## config.mk

```make
export PLATFORM = sky130hd
export DESIGN_NAME = img2col_reader
export DESIGN_NICKNAME = d
export VERILOG_FILES = /design/src/rtl/img2col_pkg.sv /design/src/rtl/skid_fifo2.sv /design/src/rtl/img2col_reader.sv
export SDC_FILE = /design/constraint.sdc
export NUM_CORES = 1
export LEC_CHECK = 0
export BUFFER_PORTS_ARGS = -buffer_cell sky130_fd_sc_hd__buf_2
export CORE_MARGIN = 1
export CORE_UTILIZATION = 45
export DETAILED_ROUTE_END_ITERATION = 6
export GPL_TIMING_DRIVEN = 0
export HOLD_SLACK_MARGIN = 0.08
export PLACE_DENSITY = 0.67
export SLEW_MARGIN = 5
export SYNTH_ARGS = -nofsm -noshare
export SYNTH_HDL_FRONTEND = slang
export SYNTH_SLANG_ARGS = --single-unit
```

## constraint.sdc

```tcl
create_clock -name clk -period 2.5 [get_ports clk]
set_input_delay 0 -clock clk [delete_from_list [all_inputs] [get_ports clk]]
set_output_delay 0 -clock clk [all_outputs]
set_load 0.05 [all_outputs]
```

## src/rtl/img2col_pkg.sv

```systemverilog
// Shared types and geometry helpers for the img2col patch reader.
package img2col_pkg;

    typedef enum logic [1:0] {
        ST_IDLE,
        ST_RUN,
        ST_DRAIN,
        ST_DONE
    } state_e;

    // Marker bits that travel through the output FIFO beside each element.
    typedef struct packed {
        logic col_last;
        logic last;
    } elem_flags_t;

    function automatic int unsigned out_dim(input int unsigned img,
                                            input int unsigned k,
                                            input int unsigned stride);
        return (img - k) / stride + 1;
    endfunction

    function automatic int unsigned patch_len(input int unsigned ch, input int unsigned k);
        return ch * k * k;
    endfunction

    function automatic int unsigned cnt_w(input int unsigned n);
        return (n > 1) ? $clog2(n) : 1;
    endfunction

    localparam int unsigned DEF_IMG_H  = 8;
    localparam int unsigned DEF_IMG_W  = 8;
    localparam int unsigned DEF_CH     = 1;
    localparam int unsigned DEF_K      = 3;
    localparam int unsigned DEF_STRIDE = 1;

    localparam int unsigned OH    = out_dim(DEF_IMG_H, DEF_K, DEF_STRIDE);
    localparam int unsigned OW    = out_dim(DEF_IMG_W, DEF_K, DEF_STRIDE);
    localparam int unsigned PATCH = patch_len(DEF_CH, DEF_K);

endpackage

```

## src/rtl/skid_fifo2.sv

```systemverilog
// Two-entry output FIFO; entry 0 is always the head so the output comes straight from a flop.
module skid_fifo2 #(
    parameter int unsigned WIDTH = 8
) (
    input  logic             clk,
    input  logic             rst_n,
    input  logic             in_valid_i,
    output logic             in_ready_o,
    input  logic [WIDTH-1:0] in_data_i,
    output logic             out_valid_o,
    input  logic             out_ready_i,
    output logic [WIDTH-1:0] out_data_o,
    output logic [1:0]       count_o
);

    logic [WIDTH-1:0] e0_q, e0_d, e1_q, e1_d;
    logic             v0_q, v0_d, v1_q, v1_d;
    logic             push, pop;

    assign in_ready_o  = !v1_q;
    assign out_valid_o = v0_q;
    assign out_data_o  = e0_q;
    assign count_o     = {v1_q, v0_q & ~v1_q};
    assign push        = in_valid_i && in_ready_o;
    assign pop         = v0_q && out_ready_i;

    always_comb begin
        e0_d = e0_q;
        e1_d = e1_q;
        v0_d = v0_q;
        v1_d = v1_q;
        if (pop && push) begin
            // push implies entry 1 is empty, so the new element becomes the head
            e0_d = in_data_i;
        end else if (pop) begin
            e0_d = e1_q;
            v0_d = v1_q;
            v1_d = 1'b0;
        end else if (push) begin
            if (v0_q) begin
                e1_d = in_data_i;
                v1_d = 1'b1;
            end else begin
                e0_d = in_data_i;
                v0_d = 1'b1;
            end
        end
    end

    always_ff @(posedge clk or negedge rst_n) begin
        if (!rst_n) begin
            e0_q <= '0;
            e1_q <= '0;
            v0_q <= 1'b0;
            v1_q <= 1'b0;
        end else begin
            e0_q <= e0_d;
            e1_q <= e1_d;
            v0_q <= v0_d;
            v1_q <= v1_d;
        end
    end

endmodule

```

## src/rtl/img2col_reader.sv

```systemverilog
// Streams im2col patches out of a tensor RAM; addresses are walked with adders only.
`ifndef DATA_WIDTH
`define DATA_WIDTH 16
`endif
`ifndef ADDR_SIZE
`define ADDR_SIZE 10
`endif

module img2col_reader
    import img2col_pkg::*;
#(
    parameter int unsigned DATA_WIDTH = `DATA_WIDTH,
    parameter int unsigned ADDR_SIZE  = `ADDR_SIZE,
    parameter int unsigned IMG_H      = DEF_IMG_H,
    parameter int unsigned IMG_W      = DEF_IMG_W,
    parameter int unsigned CH         = DEF_CH,
    parameter int unsigned K          = DEF_K,
    parameter int unsigned STRIDE     = DEF_STRIDE
) (
    input  logic                  clk,
    input  logic                  rst_n,
    input  logic                  start,
    output logic                  ram_ena,
    output logic                  ram_wea,
    output logic [ADDR_SIZE-1:0]  ram_addr,
    input  logic [DATA_WIDTH-1:0] ram_dout,
    output logic                  m_valid,
    input  logic                  m_ready,
    output logic [DATA_WIDTH-1:0] m_data,
    output logic                  m_col_last,
    output logic                  m_last,
    output logic                  busy,
    output logic                  done
);

    localparam int unsigned OUT_H = out_dim(IMG_H, K, STRIDE);
    localparam int unsigned OUT_W = out_dim(IMG_W, K, STRIDE);
    localparam int unsigned KW    = cnt_w(K);
    localparam int unsigned CW    = cnt_w(CH);
    localparam int unsigned OHW   = cnt_w(OUT_H);
    localparam int unsigned OWW   = cnt_w(OUT_W);
    localparam int unsigned FW    = DATA_WIDTH + 2;

    localparam logic [ADDR_SIZE-1:0] A_ROW  = ADDR_SIZE'(IMG_W);
    localparam logic [ADDR_SIZE-1:0] A_CHAN = ADDR_SIZE'(IMG_H * IMG_W);
    localparam logic [ADDR_SIZE-1:0] A_STEP = ADDR_SIZE'(STRIDE);
    localparam logic [ADDR_SIZE-1:0] A_OROW = ADDR_SIZE'(STRIDE * IMG_W);

    state_e               state_q, state_d;
    logic [KW-1:0]        kx_q, kx_d, ky_q, ky_d;
    logic [CW-1:0]        c_q, c_d;
    logic [OWW-1:0]       ox_q, ox_d;
    logic [OHW-1:0]       oy_q, oy_d;
    // Nested base addresses: output row, patch origin, channel plane, kernel row, element.
    logic [ADDR_SIZE-1:0] orow_q, orow_d, patch_q, patch_d, chan_q, chan_d;
    logic [ADDR_SIZE-1:0] row_q, row_d, addr_q, addr_d, base_nxt;
    logic                 rd_vld_q, rd_vld_d;
    elem_flags_t          rd_flags_q, rd_flags_d;
    logic                 busy_q, busy_d, done_q, done_d;

    logic                 issue, pop, col_end, pass_end;
    logic [2:0]           occ;
    logic                 fifo_in_ready;
    logic [1:0]           fifo_count;
    logic [FW-1:0]        fifo_out;

    assign col_end  = (kx_q == KW'(K - 1)) && (ky_q == KW'(K - 1)) && (c_q == CW'(CH - 1));
    assign pass_end = col_end && (ox_q == OWW'(OUT_W - 1)) && (oy_q == OHW'(OUT_H - 1));
    assign pop      = m_valid && m_ready;
    assign occ      = 3'(fifo_count) + 3'(rd_vld_q) - 3'(pop);
    assign issue    = (state_q == ST_RUN) && (occ < 3'd2);

    assign ram_ena  = issue;
    assign ram_wea  = 1'b0;
    assign ram_addr = addr_q;
    assign busy     = busy_q;
    assign done     = done_q;
    assign {m_data, m_col_last, m_last} = fifo_out;

    always_comb begin
        if (rd_vld_q) begin
            assert (fifo_in_ready);
        end
    end

    always_comb begin
        state_d    = state_q;
        kx_d       = kx_q;
        ky_d       = ky_q;
        c_d        = c_q;
        ox_d       = ox_q;
        oy_d       = oy_q;
        orow_d     = orow_q;
        patch_d    = patch_q;
        chan_d     = chan_q;
        row_d      = row_q;
        addr_d     = addr_q;
        base_nxt   = '0;
        rd_vld_d   = issue;
        rd_flags_d = '{col_last: col_end, last: pass_end};

        unique case (state_q)
            ST_IDLE: begin
                if (start) begin
                    state_d = ST_RUN;
                    kx_d    = '0;
                    ky_d    = '0;
                    c_d     = '0;
                    ox_d    = '0;
                    oy_d    = '0;
                    orow_d  = '0;
                    patch_d = '0;
                    chan_d  = '0;
                    row_d   = '0;
                    addr_d  = '0;
                end
            end
            ST_RUN: begin
                if (issue) begin
                    if (pass_end) begin
                        state_d = ST_DRAIN;
                    end
                    if (kx_q != KW'(K - 1)) begin
                        kx_d   = kx_q + KW'(1);
                        addr_d = addr_q + ADDR_SIZE'(1);
                    end else if (ky_q != KW'(K - 1)) begin
                        kx_d     = '0;
                        ky_d     = ky_q + KW'(1);
                        base_nxt = row_q + A_ROW;
                        row_d    = base_nxt;
                        addr_d   = base_nxt;
                    end else if (c_q != CW'(CH - 1)) begin
                        kx_d     = '0;
                        ky_d     = '0;
                        c_d      = c_q + CW'(1);
                        base_nxt = chan_q + A_CHAN;
                        chan_d   = base_nxt;
                        row_d    = base_nxt;
                        addr_d   = base_nxt;
                    end else if (ox_q != OWW'(OUT_W - 1)) begin
                        kx_d     = '0;
                        ky_d     = '0;
                        c_d      = '0;
                        ox_d     = ox_q + OWW'(1);
                        base_nxt = patch_q + A_STEP;
                        patch_d  = base_nxt;
                        chan_d   = base_nxt;
                        row_d    = base_nxt;
                        addr_d   = base_nxt;
                    end else begin
                        kx_d     = '0;
                        ky_d     = '0;
                        c_d      = '0;
                        ox_d     = '0;
                        oy_d     = oy_q + OHW'(1);
                        base_nxt = orow_q + A_OROW;
                        orow_d   = base_nxt;
                        patch_d  = base_nxt;
                        chan_d   = base_nxt;
                        row_d    = base_nxt;
                        addr_d   = base_nxt;
                    end
                end
            end
            ST_DRAIN: begin
                if (pop && m_last) begin
                    state_d = ST_DONE;
                end
            end
            ST_DONE: begin
                state_d = ST_IDLE;
            end
            default: begin
                state_d = ST_IDLE;
            end
        endcase

        busy_d = (state_d == ST_RUN) || (state_d == ST_DRAIN);
        done_d = (state_d == ST_DONE);
    end

    always_ff @(posedge clk or negedge rst_n) begin
        if (!rst_n) begin
            state_q    <= ST_IDLE;
            kx_q       <= '0;
            ky_q       <= '0;
            c_q        <= '0;
            ox_q       <= '0;
            oy_q       <= '0;
            orow_q     <= '0;
            patch_q    <= '0;
            chan_q     <= '0;
            row_q      <= '0;
            addr_q     <= '0;
            rd_vld_q   <= 1'b0;
            rd_flags_q <= '0;
            busy_q     <= 1'b0;
            done_q     <= 1'b0;
        end else begin
            state_q    <= state_d;
            kx_q       <= kx_d;
            ky_q       <= ky_d;
            c_q        <= c_d;
            ox_q       <= ox_d;
            oy_q       <= oy_d;
            orow_q     <= orow_d;
            patch_q    <= patch_d;
            chan_q     <= chan_d;
            row_q      <= row_d;
            addr_q     <= addr_d;
            rd_vld_q   <= rd_vld_d;
            rd_flags_q <= rd_flags_d;
            busy_q     <= busy_d;
            done_q     <= done_d;
        end
    end

    skid_fifo2 #(
        .WIDTH(FW)
    ) u_fifo (
        .clk        (clk),
        .rst_n      (rst_n),
        .in_valid_i (rd_vld_q),
        .in_ready_o (fifo_in_ready),
        .in_data_i  ({ram_dout, rd_flags_q}),
        .out_valid_o(m_valid),
        .out_ready_i(m_ready),
        .out_data_o (fifo_out),
        .count_o    (fifo_count)
    );

endmodule

```

==> results of run 1 <==
[state kept, by name, indices dropped and copies added (netlist names)]
| register | count |
|---|---|
| u_fifo.e1_q | 18 |
| rd_flags_q | 2 |
| orow_q | 7 |
| state_q | 2 |
| row_q | 10 |
| oy_q | 3 |
| ky_q | 2 |
| busy | 1 |
| ox_q | 3 |
| u_fifo.v1_q | 1 |
| u_fifo.out_valid_o | 1 |
| done | 1 |
| u_fifo.out_data_o | 18 |
| kx_q | 2 |
| patch_q | 10 |
| ram_addr | 10 |
| rd_vld_q | 1 |
[through the flow]
step,area [um^2],util,power [mW],setup WS [ps]
after global routing,6190,0.597,2.80,-106
after floorplan,4910,-,1.61,-142
after detailed placement,5370,0.518,1.68,-399
final,6190,0.597,2.70,-24.8
after CTS,6010,0.580,2.73,-61.0
after global placement,5340,0.515,1.67,-305
[layout make-up]
type,instances,area [um^2]
flip-flops and latches,92,2300
inverters,11,48.8
clock buffers,9,124
multi-input cells,363,2640
plain buffers,19,103
fillers,879,4180
well taps,136,170
clock inverters,7,73.8
repair buffers,100,723
[path summary, 6_finish.rpt]
path / endpoint / slack [ps] / depth (start not counted)
worst max-delay path: ox_q[0] / -20 / 10
worst min-delay path: u_fifo.e1_q[7] / 100 / 2
worst max register to register: ox_q[0] / -20 / 10
worst min register to register: u_fifo.out_data_o[12] / 490 / 2
max in group asynchronous: oy_q[1] / 1740 / 3
min in group clk: u_fifo.e1_q[6] / 400 / 3
[repair_timing]
action | 4_1_cts | 5_1_grt
endpoints found under the hold margin | 127 | 0
hold buffers | 19 | 0
gates resized for setup | 19 | 27
setup buffers | 19 | 9
cloned | 1 | 0
pin swaps | 12 | 11
setup endpoints to repair | 50 | 46
[layer usage]
layer  part of all wire  vias up  wire (um)
met5                  0        -          0
met4              0.014        0        168
met3              0.046       17        553
met2               0.47      110       5700
met1               0.47     1978       5680
li1                   -     1985          -
[critical path, delay by kind of cell, from the launching register on]
family	cells	cell delay, ps
adders and majority gates	2	880
DFF	1	450
muxes	1	330
and+or+nand+nor	4	320
AOI/OAI and AO/OA	1	290
buffers and inverters	2	140
[logic make-up (layout without fill, tap and decap cells)]
logic type / count (synthesis) / count (layout) / share of synthesized area
XOR/XNOR: 14 / 14 / 0.0284
other: 1 / 1 / 0.000772
AND/OR/NAND/NOR: 172 / 172 / 0.189
multiplexers: 38 / 38 / 0.0835
AO/OA/AOI/OAI: 127 / 127 / 0.164
buffers and inverters: 30 / 146 / 0.0296
flip-flops: 92 / 92 / 0.474
adder cells (fa/ha/maj): 11 / 11 / 0.0299
[layout by cell type (no fill, tap or decap), drive strengths merged, types with 8 or more instances in the layout]
cell type	count
dlygate4sd3	19
nand2	62
nor3	14
ha	10
nor2	20
a21oi	16
xnor2	8
nand3	22
clkbuf	16
o21ai	74
dfrtp	92
mux2i	18
inv	12
mux2	20
buf	93
[where the power goes]
part	internal, mW	switching (mW)	leakage, nW	total (mW)
Sequential	1.50	0.00771	1.23	1.51
Clock	0.468	0.560	0.100	1.03
Combinational	0.0555	0.111	1.58	0.166
[cells in the mapped netlist, drive strengths merged (2+ instances only)]
master / instances
o211ai: 3
o221ai: 2
nor3b: 7
nand3b: 4
and4bb: 2
mux2i: 18
inv: 11
a21oi: 16
nor2b: 4
nand2: 62
nor3: 14
clkbuf: 7
a31oi: 4
nor2: 20
mux2: 20
o2111ai: 2
o41ai: 2
and4: 2
nand2b: 6
a21o: 2
xor2: 6
and2: 2
or3: 5
o21a: 2
o31ai: 3
a22o: 7
o21ai: 74
ha: 10
buf: 12
nand4: 6
dfrtp: 92
or3b: 2
xnor2: 8
nand3: 22
nor4: 2
a2bb2oi: 2
and3: 7
==> impl_metrics.tcl, run 1 <==
set metrics [dict create \
    cp-start-kind "flop" \
    fin_ws_ps -24.8 \
    worstPathMaxFanout 6 \
    cap_viol_max_count 0 \
    wl_per_cell_um 16.4 \
    drive_gt1_frac 0.301 \
    crit_chain "nand2_4, inv_4, ha_4, nor2b_4, fa_2, nor3b_4, nand2_2, clkinv_4, a21oi_4, mux2_4" \
    busiest_layer "met2" \
    vias_per_cell 5.55 \
    io-pin-count 53 \
    status "finished, violations left" \
    yosys.area.top_type "dfrtp_1" \
    wl_mm 12.1 \
    clkLatencyLatePin_ps 370 \
    drcViolationCount 0 \
    row_count 37 \
    hold_path.class "input pin to asynchronous set/reset pin" \
    failed_checks "setup timing" \
    dr.pass1.iters 5 \
    arrival_ps 2780 \
    via_count 4090 \
    setup_viol 2 \
    drtAntennaViolNets 0 \
    synthTopCellsByArea "dfrtp_1 (47%), o21ai_0 (5.7%), nand2_1 (4.7%), mux2_2 (4.6%), mux2i_1 (3.7%)" \
    final_cells 737 \
    period_share 1.01 \
    rsz0062_at_grt "true" \
    ys_warn_count 0 \
    hpwlAfterDp_mm 8.19 \
    root_buffer "clkbuf_8" \
    r2r-start "u_fifo.out_valid_o" \
    diodes 0 \
    crit_type "flop to flop" \
    cts_tree "done" \
    holdWs_ps 103 \
    first_global_vias 4028 \
    finClkSkew_ps 9.21 \
    grt_max_degree 61 \
    synth_cell_types 69 \
    die_area_um2 11200 \
    design.core.area_um2 10400 \
    ys_ff_latch 92 \
    yosysTopAreaCellShare 0.474 \
    hold_viol_final 0 \
    worstSetupEndpointType "flop" \
    place_inst 673 \
    cpMaxStageDelayCell "fa_2" \
    syn_to_final_growth_pct 27.5 \
    htreeDepth 3 \
    start_util 0.468 \
    use_met2 0.370 \
    ys_seq_area_frac 0.474 \
    max_freq_mhz 396 \
    ir_drop_mv 0.209 \
    met1_usage 0.322 \
    worst_pin_slew_ps 1100 \
    die_w_um 106 \
    synth-async-reset-ratio 1.00 \
    clkSinkCount 92 \
    cpPeakStageDelay_ps 620 \
    fin_crit_ps 2520 \
    maxSlewViolCount 0 \
    gp_routability_congestion 0.873 \
    max_slew_margin 0.264 \
    synth_area_um2 4850 \
    overflow 0 \
    drt_iter0_markers 259 \
    cp-startpoint "u_fifo.out_valid_o" \
    numCtsBuffers 9 \
    clkTransAtPathRegs_ps 100 \
    synth_ff_type "dfrtp_1" \
    postSynthAreaPerCell_um2 10.0 \
    antenna_found_initial 0 \
    setup_tns_ps -28.2 \
    die_h_um 106 \
    synth_edf_count 0 \
    io_buffers 51 \
    p_per_area_nw_per_um2 437 \
    grt_pass1_wl_mm 20.3 \
    cp.required_ps 2760 \
    grtUsageMet3 0.0328 \
    p_leak_nw 2.91 \
    nets 627 \
    clockBufferDepth 2 \
    track_usage 0.231 \
    synthCells 485 \
    synthesis.nets 516 \
]
No activity file was read; power rests on OpenSTA's default activity.
==> inputs of run 2 (changes only) <==
- GPL_ROUTABILITY_DRIVEN: unset -> 0
- RECOVER_POWER: unset -> 25
- SYNTH_HIERARCHICAL: unset -> 1
==> impl_metrics.tcl, run 2 <==
set metrics [dict create \
    maxSlewViolCount 30 \
    hold_start "start" \
    cap_viol_max_count 1 \
    p_per_area_nw_per_um2 1220 \
    hpwlAfterDp_mm 8.69 \
    arrival_ps 3330 \
    use_met2 0.370 \
    start_util 0.462 \
    setup_viol 53 \
    max_slew_margin -0.0400 \
    htreeDepth 3 \
    r2r-end "busy" \
    design.core.area_um2 10800 \
    crit_family "adder cells" \
    diodes 0 \
    cp.required_ps 2820 \
    failed_checks "capacitance limit, slew limit, setup timing" \
    met1_usage 0.296 \
    die_w_um 108 \
    track_usage 0.227 \
    grt_pass1_wl_mm 20.5 \
    nets 655 \
    drive_gt1_frac 0.279 \
    whs_path_depth 3 \
    finClkSkew_ps 10.3 \
    dr.pass1.iters 5 \
    synthCells 520 \
    clkTransAtPathRegs_ps 90 \
    cts_tree "done" \
    reg2regPathDepth 12 \
    hold_path.class "input pin to flop" \
    drtAntennaViolNets 0 \
    ir_drop_mv 0.681 \
    holdPathEnd "oy_q[2]" \
    worst_pin_slew_ps 1560 \
    worstPathMaxFanout 3 \
    r2r-start "u_fifo/out_valid_o" \
    fin_ws_ps -513 \
    drcViolationCount 0 \
    total_power_mw 7.84 \
    final_common_cell "dfrtp_1" \
    fin_crit_ps 3010 \
    rsz0062_at_grt "true" \
    cpPeakStageDelay_ps 490 \
    die_area_um2 11600 \
    hold_viol_final 0 \
    overflow 0 \
    grt_max_degree 65 \
    row_count 38 \
    vias_per_cell 5.77 \
    max_freq_mhz 332 \
    postSynthAreaPerCell_um2 9.64 \
    crit_type "flop to flop" \
    crit_chain "buf_12, and2b_1, inv_2, ha_4, nor2b_4, fa_2, nor3b_4, nand3_2, o31ai_4, a21oi_2, a41o_1, ha_4" \
    setup_tns_ps -16740 \
    die_h_um 108 \
    wl_per_cell_um 17.2 \
    status "finished, violations left" \
    grtUsageMet3 0.0545 \
    worstSetupEndpointType "flop" \
    path_buf_inv 2 \
    ys_warn_count 6 \
    clockBufferDepth 2 \
    cpMaxStageDelayCell "fa_2" \
    numCtsBuffers 9 \
    first_global_vias 4217 \
    wl_mm 13.2 \
    ff2ff_setup_slack_ps -510 \
    antenna_found_initial 0 \
    period_share 1.21 \
    io_buffers 51 \
    busiest_layer "met2" \
    final_cell_mix "dfrtp_1 (90), buf_2 (55), nand2_1 (52)" \
    clkLatencyLatePin_ps 370 \
    drt_iter0_markers 320 \
    root_buffer "clkbuf_8" \
    cp-start-kind "flop" \
    p_leak_nw 2.83 \
    synthesis.nets 549 \
    via_count 4440 \
    synth_area_um2 5010 \
    clkSinkCount 92 \
    io-pin-count 53 \
    syn_to_final_growth_pct 28.2 \
    crit_top_cell "ha_4" \
]
-- run 2: layout make-up --
class / count / area (um^2)
fill: 911 / 4420
multi-input combinational: 372 / 2750
sequential: 92 / 2300
timing repair buffer: 97 / 729
buffer: 28 / 211
tap: 140 / 175
clock buffer: 13 / 139
inverter: 26 / 103
clock inverter: 2 / 12.5
-- run 2: report_power, final --
part	total (mW)	internal [mW]	switching, mW
clock	0.863	0.357	0.506
sequential	2.38	1.96	0.419
combinational	4.60	1.90	2.70
total	7.84	4.21	3.63
-- run 2: how the worst max path moves through the flow --
stage                        to          startpoint  slack (ps)  cells past startpoint
finish                     busy  u_fifo/out_valid_o        -510                     12
global route               busy  u_fifo/out_valid_o        -640                     12
CTS                        busy  u_fifo/out_valid_o        -430                     12
detailed placement  ram_addr[4]  u_fifo/out_valid_o        -950                     13
global placement    ram_addr[4]  u_fifo/out_valid_o        -960                     13
floorplan                  busy  u_fifo/out_valid_o        -780                     14
-- run 2: stage by stage --
step	instance area [um^2]	std cells	hold slack, ps	util	setup slack (ps)
after detailed placement	5560	712	-39.3	0.513	-949
after global placement	5530	711	248	0.510	-964
after global routing	6420	770	115	0.593	-635
after CTS	6130	756	98.4	0.565	-426
final	6420	770	126	0.593	-513
after floorplan	5100	520	-296	-	-778
-- run 2: timing repair --
| action | 4_1_cts | 5_1_grt |
|---|---|---|
| setup endpoints to repair | 53 | 53 |
| pin swaps | 9 | 19 |
| resized for setup | 28 | 55 |
| buffers inserted | 12 | 12 |
| hold buffers | 18 | 0 |
| cloned | 1 | 2 |
| hold endpoints to repair | 126 | 0 |
-- run 2: layer usage --
| metal | up-vias | wire, um |
|---|---|---|
| met5 | - | 0 |
| met3 | 23 | 658 |
| li1 | 2095 | - |
| met1 | 2179 | 5930 |
| met2 | 143 | 6330 |
| met4 | 0 | 299 |
-- run 2: tightest hold or removal path: stages --
cell     delay, ps
buf_2          110
nor3b_1        220
a21oi_2        120
==> inputs of run 3 (changes only) <==
- CORE_UTILIZATION: 45 -> 53
- PLACE_DENSITY: 0.67 -> 0.77
==> impl_metrics.tcl, run 3 (synthesis gave the netlist of run 2 again) <==
set metrics [dict create \
    die_area_um2 9850 \
    grt_max_degree 54 \
    r2r-end "oy_q[2]" \
    period_share 1.18 \
    max_slew_margin 0.209 \
    root_buffer "clkbuf_8" \
    cts_tree "done" \
    clockBufferDepth 2 \
    p_leak_nw 2.95 \
    finClkSkew_ps 14.9 \
    cpPeakStageDelay_ps 480 \
    drtAntennaViolNets 0 \
    p_per_area_nw_per_um2 1260 \
    fin_ws_ps -460 \
    cp-start-kind "flop" \
    max_freq_mhz 338 \
    antenna_found_initial 0 \
    p_int_mw 4.55 \
    die_w_um 99.3 \
    clkSinkCount 92 \
    via_count 4633 \
    failed_checks "setup timing" \
    htreeDepth 3 \
    crit_chain "buf_12, and2b_1, inv_2, ha_4, nor2b_4, fa_2, nor3b_4, buf_6, buf_6, a21oi_4, a31o_4, or3_4, a21oi_2" \
    grt_pass1_wl_mm 21.6 \
    worst_pin_slew_ps 1190 \
    hold_path.class "input pin to flop" \
    total_power_mw 8.39 \
    cp.required_ps 2800 \
    setup_viol 53 \
    first_global_vias 4478 \
    rsz0062_at_grt "true" \
    vias_per_cell 6.15 \
    p_seq_frac 0.286 \
    fin_crit_ps 2960 \
    hold_start "m_ready" \
    design.core.area_um2 9200 \
    swShare 0.458 \
    ff2ff_setup_slack_ps -460 \
    hpwlAfterDp_mm 8.55 \
    crit_top_cell "buf_6" \
    final_cell_mix "dfrtp_1 (90), buf_2 (56), nand2_1 (51)" \
    io-pin-count 53 \
    wl_mm 14.1 \
    pre_cts_ws_ps -977 \
    worstSetupEndpointType "flop" \
    start_util 0.545 \
    numCtsBuffers 9 \
    maxSlewViolCount 0 \
    whs_path_depth 3 \
    combPwrFrac 0.603 \
    cap_viol_max_count 0 \
    track_usage 0.282 \
    nets 666 \
    reg2regPathDepth 13 \
    clkTransAtPathRegs_ps 90 \
    p_clk_frac 0.112 \
    holdPathEnd "state_q[0]" \
    power_switching_mw 3.84 \
    overflow 0 \
    drt_iter0_markers 284 \
    wl_per_cell_um 18.7 \
    clkLatencyLatePin_ps 370 \
    drive_gt1_frac 0.326 \
    worstPathMaxFanout 5 \
    final_common_cell "dfrtp_1" \
    row_count 35 \
    hold_viol_final 0 \
    io_buffers 51 \
    ir_drop_mv 0.596 \
    status "finished, violations left" \
    dr.pass1.iters 5 \
    r2r-start "u_fifo/out_valid_o" \
    crit_type "flop to flop" \
    cpMaxStageDelayCell "fa_2" \
    die_h_um 99.3 \
    arrival_ps 3260 \
    syn_to_final_growth_pct 32.7 \
    drcViolationCount 0 \
    diodes 0 \
]
run 3: worst max-delay path, delay by kind of cell, from the launching register on:
family,cells,cell delay (ps)
simple gates,4,830
fa+ha+maj,2,670
compound gates,3,470
flops,1,450
buf+inv,4,450
run 3: metal layers:
metal / GRT usage / share of wire / wire [um]
met5: 0 / 0 / 0
met4: 0.126 / 0.027 / 386
met3: 0.0576 / 0.059 / 826
met2: 0.481 / 0.50 / 7070
met1: 0.345 / 0.41 / 5820
run 3: how the worst max path moves through the flow:
stage	from	end	slack, ps
2_1_floorplan	u_fifo/out_valid_o	busy	-780
3_3_place_gp	u_fifo/out_valid_o	ram_addr[4]	-900
3_5_place_dp	u_fifo/out_valid_o	row_q[4]	-980
6_report	u_fifo/out_valid_o	oy_q[2]	-460
5_1_grt	u_fifo/out_valid_o	oy_q[2]	-540
4_1_cts	u_fifo/out_valid_o	busy	-440
run 3: timing repair:
action | CTS | global route
pin swaps | 18 | 23
resized for setup | 68 | 41
buffers inserted | 25 | 10
hold buffers | 18 | 0
hold endpoints to repair | 125 | 0
gates cloned | 2 | 2
setup endpoints to repair | 53 | 53
run 3: final cells by class:
cell class / instances / area, um^2
Buffer: 28 / 225
Clock buffer: 12 / 155
Clock inverter: 4 / 23.8
Fill cell: 627 / 2550
Inverter: 26 / 105
Multi-Input combinational cell: 372 / 2870
Sequential cell: 92 / 2300
Tap cell: 111 / 139
Timing Repair Buffer: 108 / 831
run 3: per-stage QoR:
stage,setup TNS [ps],utilization,area [um^2],hold slack [ps],instances
after floorplan,-26950,-,5100,-296,520
after global placement,-33570,0.598,5500,248,682
after detailed placement,-35580,0.601,5530,16.4,683
after CTS,-14230,0.695,6390,83.7,742
after global routing,-20510,0.723,6650,124,753
final,-16270,0.723,6650,129,753
run 3: power by group through the flow:
stage          Combinational [mW]  Clock, mW  Sequential (mW)
3_3_place_gp                 3.44          0             2.34
4_1_cts                      4.50      0.962             2.36
6_report                     5.05      0.935             2.40
2_1_floorplan                2.03          0             3.01
5_1_grt                      5.33       1.00             2.45
3_5_place_dp                 3.53          0             2.38
